--- src/rtl/sram_stream_ctrl.sv ---
// Controller for one single-port feature SRAM: streams writes straight through
// and runs burst reads into a 2-entry skid FIFO with a backpressured output.
module sram_stream_ctrl #(
  parameter int ADDR_W = 11,
  parameter int DATA_W = 128,
  parameter int LEN_W  = 12
) (
  input  logic              CLK,
  input  logic              reset,
  input  logic              wr_valid,
  output logic              wr_ready,
  input  logic [ADDR_W-1:0] wr_addr,
  input  logic [DATA_W-1:0] wr_data,
  input  logic              rd_start,
  input  logic [ADDR_W-1:0] rd_base,
  input  logic [LEN_W-1:0]  rd_len,
  output logic              rd_busy,
  output logic              out_valid,
  input  logic              out_ready,
  output logic [DATA_W-1:0] out_data,
  output logic              out_last,
  output logic              done,
  output logic              CEN,
  output logic              WEN,
  output logic [ADDR_W-1:0] A,
  output logic [DATA_W-1:0] D,
  input  logic [DATA_W-1:0] Q
);

  typedef enum logic {IDLE, READ} state_t;

  localparam logic [LEN_W-1:0] MAX_LEN = LEN_W'(1) << ADDR_W;

  state_t            r_state, w_state_nxt;
  logic [ADDR_W-1:0] r_addr, r_a_hold;
  logic [LEN_W-1:0]  r_remain;
  logic              r_inflight, r_infl_last;
  logic [DATA_W-1:0] r_fifo_data [2];
  logic [1:0]        r_fifo_last;
  logic [1:0]        r_occ;
  logic              r_done;

  logic              w_rd_go, w_pop, w_push, w_issue, w_last_pop;
  logic [2:0]        w_level;
  logic [LEN_W-1:0]  w_len_clamp;

  assign out_valid  = (r_occ != 2'd0);
  assign out_data   = r_fifo_data[0];
  assign out_last   = out_valid && r_fifo_last[0];
  assign rd_busy    = (r_state == READ);
  assign done       = r_done;

  assign w_rd_go     = (r_state == IDLE) && !reset && rd_start && (rd_len != '0);
  assign w_len_clamp = (rd_len > MAX_LEN) ? MAX_LEN : rd_len;
  assign w_pop       = out_valid && out_ready;
  assign w_push      = r_inflight;
  assign w_last_pop  = w_pop && r_fifo_last[0];
  // Words that will sit in the FIFO after this edge; a new issue must still fit.
  assign w_level     = {1'b0, r_occ} + {2'b0, r_inflight} - {2'b0, w_pop};
  assign w_issue     = (r_state == READ) && !reset && (r_remain != '0) && (w_level < 3'd2);

  always_ff @(posedge CLK) begin
    if (reset) r_state <= IDLE;
    else       r_state <= w_state_nxt;
  end

  always_comb begin
    w_state_nxt = r_state;
    wr_ready    = 1'b0;
    CEN         = 1'b1;
    WEN         = 1'b1;
    A           = '0;
    D           = '0;
    case (r_state)
      IDLE: begin
        wr_ready = !reset && !(rd_start && (rd_len != '0));
        if (w_rd_go) begin
          w_state_nxt = READ;
        end else if (wr_valid && wr_ready) begin
          CEN = 1'b0;
          WEN = 1'b0;
          A   = wr_addr;
          D   = wr_data;
        end
      end
      READ: begin
        A = r_a_hold;
        if (w_issue) begin
          CEN = 1'b0;
          A   = r_addr;
        end
        if (w_last_pop) w_state_nxt = IDLE;
      end
      default: w_state_nxt = IDLE;
    endcase
    if (reset) A = '0;
  end

  always_ff @(posedge CLK) begin
    if (reset) begin
      r_addr      <= '0;
      r_a_hold    <= '0;
      r_remain    <= '0;
      r_inflight  <= 1'b0;
      r_infl_last <= 1'b0;
      r_occ       <= 2'd0;
      r_fifo_last <= 2'b00;
      r_done      <= 1'b0;
      for (int i = 0; i < 2; i++) r_fifo_data[i] <= '0;
    end else begin
      r_done      <= w_last_pop;
      r_inflight  <= w_issue;
      r_infl_last <= w_issue && (r_remain == LEN_W'(1));
      if (w_rd_go) begin
        r_addr   <= rd_base;
        r_remain <= w_len_clamp;
      end else if (w_issue) begin
        r_addr   <= r_addr + ADDR_W'(1);
        r_remain <= r_remain - LEN_W'(1);
        r_a_hold <= r_addr;
      end
      // Head lives in slot 0; Q is valid the cycle after the issue edge.
      case ({w_push, w_pop})
        2'b10: begin
          r_fifo_data[r_occ[0]] <= Q;
          r_fifo_last[r_occ[0]] <= r_infl_last;
          r_occ                 <= r_occ + 2'd1;
        end
        2'b01: begin
          r_fifo_data[0] <= r_fifo_data[1];
          r_fifo_last[0] <= r_fifo_last[1];
          r_occ          <= r_occ - 2'd1;
        end
        2'b11: begin
          if (r_occ == 2'd2) begin
            r_fifo_data[0] <= r_fifo_data[1];
            r_fifo_last[0] <= r_fifo_last[1];
            r_fifo_data[1] <= Q;
            r_fifo_last[1] <= r_infl_last;
          end else begin
            r_fifo_data[0] <= Q;
            r_fifo_last[0] <= r_infl_last;
          end
        end
        default: ;
      endcase
    end
  end

endmodule

--- config.mk ---
export PLATFORM = sky130hd
export DESIGN_NAME = sram_stream_ctrl
export DESIGN_NICKNAME = d
export VERILOG_FILES = /design/src/rtl/sram_stream_ctrl.sv
export SDC_FILE = /design/constraint.sdc
export NUM_CORES = 1
export LEC_CHECK = 0
export CORE_AREA = 4 4 219 221
export CTS_CLUSTER_SIZE = 30
export DETAILED_ROUTE_END_ITERATION = 6
export DIE_AREA = 0 0 223 225
export GPL_TIMING_DRIVEN = 0
export PLACE_DENSITY = 0.72
export SETUP_SLACK_MARGIN = 0.3
export SYNTH_ARGS = -nofsm -noshare
export SYNTH_HDL_FRONTEND = slang
export SYNTH_SLANG_ARGS = --single-unit
export TNS_END_PERCENT = 100
--- constraint.sdc ---
create_clock -name CLK -period 4.7 [get_ports CLK]
set_clock_uncertainty 0.1 [all_clocks]
set_input_delay 0.705 -clock CLK [delete_from_list [all_inputs] [get_ports CLK]]
set_output_delay 0.705 -clock CLK [all_outputs]
set_load 0.05 [all_outputs]
-- Yosys cells after proc, flatten, opt, wreduce, memory -nomap -nowiden
Memory sizes are Yosys's and may differ from the RTL's.
Cells that the tools add are included.
- bits in registers: 42
- RAM bits: 256
- input port bits: 295
- output and inout bits: 274
- word-level logic and storage cells: 110
- memories: 1
- add/subtract/negate cells: 6
- order comparisons: 4
- equality and inequality tests: 6
- multiplexer cells: 53
- bitwise gates (word level): 5
- reductions and logical operators: 25
- memories (name ; words ; width ; read ports ; clocked after memory_dff ; write ports ; line ; RTL):
    r_fifo_data ; 2 ; 128 ; 2 ; 0 ; 2 ; 38 ; logic [DATA_W-1:0] r_fifo_data [2];
- operator list (cell ; count):
    $mux 128 ; 8
    $reduce_or 128->1 ; 1
    $mux 11 ; 6
    $mux 12 ; 3
    $mux 1 ; 28
    $reduce_bool 12->1 ; 2
    $pmux 11 s2 ; 1
    $logic_and 1x1->1 ; 14
    $eq 12x1->1 const B ; 1
    $gt 12x12->1 const B ; 1
    $sub 12x1->12 const B ; 1
    $add 11x1->11 const B ; 1
    $reduce_bool 2->1 ; 4
    $eq 2x2->1 const B ; 3
    $pmux 1 s2 ; 3
    $or 1x1->1 ; 4
    $pmux 2 s2 ; 1
    $add 2x1->3 ; 1
    $lt 3x2->1 const B ; 1
    $pmux 1 s3 ; 1
    $reduce_bool 3->1 ; 1
    $sub 3x1->3 ; 1
    $add 2x1->2 const B ; 1
    $bwmux 2 ; 1
    9 further kinds ; 10

-- Logic depth before layout (Yosys ltp)
- word-level depth: 10
- depth in mapped cells: 15
- gate-level depth less buffers: 11

-- Worst setup path before layout
OpenSTA, ideal clock, no wires.
- kind: register to register
- from: register r_occ[0]
- to: memory r_fifo_data[1][0] (enable)
- data arrival time: 4.818 ns
- slack: -0.728 ns
- stages on the path, launching flop included: 10
- cell sequence: dfxtp_1 clkbuf_1 or2_2 and2_1 ha_1 clkbuf_1 nand2_1 nor2_1 a31oi_1 nand2b_1
- RTL lines (element ; line ; RTL):
    start: declaration ; 40 ; logic [1:0] r_occ;
    start signal: assignment ; 127 ; r_occ <= r_occ + 2'd1;
    start signal: assignment ; 132 ; r_occ <= r_occ - 2'd1;
    end: declaration ; 38 ;

-- Worst setup path in the final report
- from: register r_occ[0]
- to: output A[6]
- cells in the longest elaborated chain, start to end: 8
- elaborated cells on any way between the ends: 9
- RTL lines (element ; line ; RTL):
    branches (longest 2 deep; another with $add 2x1->3) ; n/a ;
    $sub 3x1->3 (*) ; 59 ; assign w_level = {1'b0, r_occ} + {2'b0, r_inflight} - {2'b0, w_pop};
    $lt 3x2->1 (*) ; 60 ; assign w_issue = (r_state == READ) && !reset && (r_remain != '0) && (w_level < 3'd2);
    $logic_and 1x1->1 (*) ; 60 ;
    $mux 11 (*) ; 88 ; if (w_issue) begin
    $pmux 11 s2 (*) ; 74 ; case (r_state)
    $mux 11 (*) ; 96 ; if (reset) A = '0;
    end: declaration ; 25 ; output logic [ADDR_W-1:0] A,
Every way passes the cells marked *.

==> key figures <==
Global routing
  – GRT Util Overall: 22.1%
  – Vias in the first global route: 11.8k
  – Largest net degree at the start of global routing: 124
  – Global route overflow: 0
  – Initial antenna violation count: 32
  – First-pass GRT wire length: 82100 um

Worst setup path
  – Crit. Startpoint: r_occ[0]$_SDFFE_PP0P_
  – WP data required: 3.89 ns
  – Worst Reg-to-Reg Cells: 29
  – Critical Path Max Stage Delay: 0.54 ns
  – Worst Setup Path Type: reg -> out
  – Crit path top cell by count: buf_8
  – Max stage delay cell, worst path: fa_2
  – Critical Path Fanout Max: 5
  – Worst Setup End Kind: primary output
  – Critical path launch point type: flop
  – CP cell instances: buf_8 > or2_4 > and2_4 > ha_4 > nand2b_4 > fa_2 > nand3b_1 > or2_4 > buf_8 > or2_4 > inv_4 > buf_8 > buf_12 > mux2i_4 > o2bb2ai_4 > buf_8
  – RR Endpoint: r_remain[7]$_SDFFE_PP0P_
  – R2R Setup Slk: 0.23 ns
  – Worst Path Arrival: 3.94 ns
  – Launch point of the worst reg-to-reg path: r_occ[0]$_SDFFE_PP0P_
  – Setup crit end: A[6]

Routing
  – Starting DRT DRC Count: 849
  – Vias: 11.5k
  – Routed wl met2: 31000 um
  – Vias per inst: 4.98
  – DRT Pass-1 Iters: 5
  – Met1 Routed Length: 18700 um
  – Avg WL per Cell: 25.5 um
  – Met3 wire len: 5770 um
  – Top Layer Used: met5
  – Drt drc: 0
  – Post-route ant nets: 0
  – Routed WL: 58900 um

Outcome
  – Failing checks: negative setup slack
  – Status: finished with violations

Clocking
  – CTS Buf Count: 31
  – Root buffer cell: clkbuf_16
  – CTS tree: yes
  – # hold bufs at CTS: 0
  – CTS H-Tree Depth: 1
  – Clock sinks: 298
  – CTS max path bufs: 3
  – CTS clk-pin slew, worst paths: 0.06 ns
  – Worst skew pair latency: 0.57 ns

Place
  – Gp weighted congestion: 0.949
  – Cells after DPL: 2194
  – Port-buffer cells: 568
  – Final HPWL DP: 46400 um

Cells and area
  – Fin util: 46.1%
  – Final Non-Filler Cells: 2306
  – Fin nets: 1962
  – Area Overhead vs Synth: 60.9%
  – Layout cell share with drive strength beyond 1: 16.4%

Synthesis
  – Asr flop ratio synth: 0%
  – Mapped Nets: 1320
  – Distinct cells, synth: 55
  – Number of enable flip-flop cells after synthesis: 256
  – Primary FF master, synth: edfxtp_1
  – Flops & latches, synth: 298
  – Synth Instances: 1016
  – Synth warn: 0
  – Mapped cell area: 13200 um^2
  – Seq/Total Area, Yosys: 64.5%
  – Syn_area_per_cell: 13.0 um^2

Pwr
  – Power per cell area: 456 nW/um^2
  – Worst VDD drop: 0.000422 V
  – Lkg Pwr: 8.46 nW

STA
  – Worst setup slack after layout: -0.0488 ns
  – Max Clock Freq: 211 MHz
  – Final min period: 4.75 ns
  – Worst slew margin: 8.42%
  – Final setup violating endpoints: 9
  – Post-route setup TNS: -0.314 ns
  – Slew @ Worst Pin: 1.37 ns
  – RSZ-0062 raised after global routing: true
  – Max Slew Vio Count: 0
  – Final Hold Vio Count: 0
  – Fin crit share: 101%
  – WHS: 0.410 ns

Floorplan
  – Placeable core area: 46200 um^2
  – Core Rows: 79
  – # IOs: 569
  – Height of the chip: 225 um
  – Die ar.: 50200 um^2
  – Initial Util: 28.6%
  – Die Wd: 223 um

Flow run
  – Max Cap Violations: 0

Min path
  – Worst hold path type: reg -> reg
per-layer routing:
layer	track usage, %	up-vias
met1	21.2	5543
met3	7.63	138
met5	0	-
met2	41.5	628
met4	12.0	2
li1	-	5178
worst min-delay path by stage:
stage	start	endpoint	slack (ns)	depth (start not counted)
floorplan	r_remain[1]$_SDFFE_PP0P_	r_remain[1]$_SDFFE_PP0P_	0.35	2
global placement	r_remain[1]$_SDFFE_PP0P_	r_remain[1]$_SDFFE_PP0P_	0.37	2
detailed placement	r_remain[1]$_SDFFE_PP0P_	r_remain[1]$_SDFFE_PP0P_	0.40	2
CTS	r_remain[1]$_SDFFE_PP0P_	r_remain[1]$_SDFFE_PP0P_	0.41	2
global route	r_remain[1]$_SDFFE_PP0P_	r_remain[1]$_SDFFE_PP0P_	0.43	2
finish	r_remain[1]$_SDFFE_PP0P_	r_remain[1]$_SDFFE_PP0P_	0.41	2
layout by cell type, fill, tap and decap left out, drive strengths merged, types with 6 or more instances in the layout:
cell type	netlist	routed
a21oi	16	16
and2	135	135
a22o	128	128
nor3	14	14
dlygate4sd2	0	10
o21ai	8	8
nor4	6	6
buf	26	153
nand3	8	8
dfxtp	42	42
nand4	6	6
a31oi	7	7
nor2	40	40
o2bb2ai	11	11
mux2i	13	13
clkdlybuf4s50	0	426
or4	6	6
nand2	11	11
a2111oi	7	7
edfxtp	256	256
clkbuf	63	107
clkinv	1	10
clkdlybuf4s18	0	9
clkdlybuf4s15	0	30
and3	136	136
ha	8	8
diode	0	24
inv	17	19
flip-flops by register name (all words and copies together), names as in the netlist, 2 cells and up:
name,cells
r_fifo_data,256
r_remain,12
r_a_hold,11
r_addr,11
r_fifo_last,2
r_occ,2
worst max-delay path: cells and delay by family (launching register included):
kind | cells | cell delay, ns
buffers and inverters | 6 | 0.78
multiplexers | 1 | 0.28
adder cells (fa/ha/maj) | 2 | 0.74
AND/OR/NAND/NOR | 6 | 1.12
AO/OA/AOI/OAI | 1 | 0.09
flip-flops | 1 | 0.33
cells in the mapped netlist, types with 3 or more instances:
master / number / area share [%]
mux2i_1: 13 / 0.98
buf_1: 4 / 0.11
buf_4: 13 / 0.74
nor2b_1: 3 / 0.14
nand3_1: 8 / 0.30
edfxtp_1: 256 / 58
a22o_1: 128 / 8.5
dfxtp_1: 42 / 6.4
nor4_1: 6 / 0.28
xor2_1: 3 / 0.20
a311oi_1: 4 / 0.26
buf_2: 7 / 0.26
nand4_1: 6 / 0.28
a31oi_1: 7 / 0.33
and2_1: 133 / 6.3
a211oi_1: 5 / 0.28
o31ai_1: 4 / 0.23
nor2_1: 40 / 1.1
nand2b_1: 3 / 0.14
a2111oi_0: 4 / 0.26
nor3_1: 14 / 0.53
o2bb2ai_1: 11 / 0.73
o21ai_0: 8 / 0.30
or3_1: 3 / 0.14
clkbuf_1: 63 / 1.8
xnor2_1: 5 / 0.33
nand2_1: 10 / 0.28
a21oi_1: 16 / 0.61
or4_1: 5 / 0.28
ha_1: 8 / 0.76
a41o_1: 3 / 0.23
inv_1: 16 / 0.45
and3_1: 136 / 6.4
where the power goes:
part           switching (mW)  leakage [nW]  internal, mW
registers               0.194          3.01          3.51
clock network            1.02         0.443          1.26
logic                    2.38          5.00          1.35
stage by stage:
step | worst slack, ns | total power, mW | cell area (um^2)
floorplan | 0.297 | 5.86 | 13400
global route | -0.154 | 10.1 | 21300
finish | -0.0488 | 9.71 | 21300
global placement | -1.23 | 7.21 | 19900
detailed placement | -1.24 | 7.25 | 20000
CTS | -0.0601 | 9.74 | 21300
timing repair:
| item | in CTS | in global routing |
|---|---|---|
| buffers inserted | 33 | 4 |
| pin swaps | 16 | 14 |
| resized for setup | 579 | 106 |
| gates cloned | 1 | 0 |
| endpoints found under the setup margin | 142 | 67 |
cells by family (layout without fill, tap and decap cells):
logic type	Yosys count	in the layout	share of synthesized area (%)
AOI/OAI and AO/OA	203	203	12.6
xor gates and xnor gates	8	8	0.530
adders and majority gates	9	9	0.909
buffers and inverters	107	766	3.59
DFF	298	298	64.5
muxes	14	14	1.07
other	0	24	0
and+or+nand+nor	377	377	16.8
final cells by class:
| cell class | instances | area [um^2] |
|---|---|---|
| clock inverter | 13 | 113 |
| fill | 4220 | 24900 |
| antenna | 24 | 60.1 |
| sequential | 298 | 8530 |
| clock buffer | 37 | 798 |
| tap | 607 | 759 |
| multi-input combinational | 611 | 4660 |
| inverter | 18 | 70.1 |
| timing repair buffer | 609 | 5810 |
| buffer | 89 | 464 |
Power figures use the tool's default switching activity.
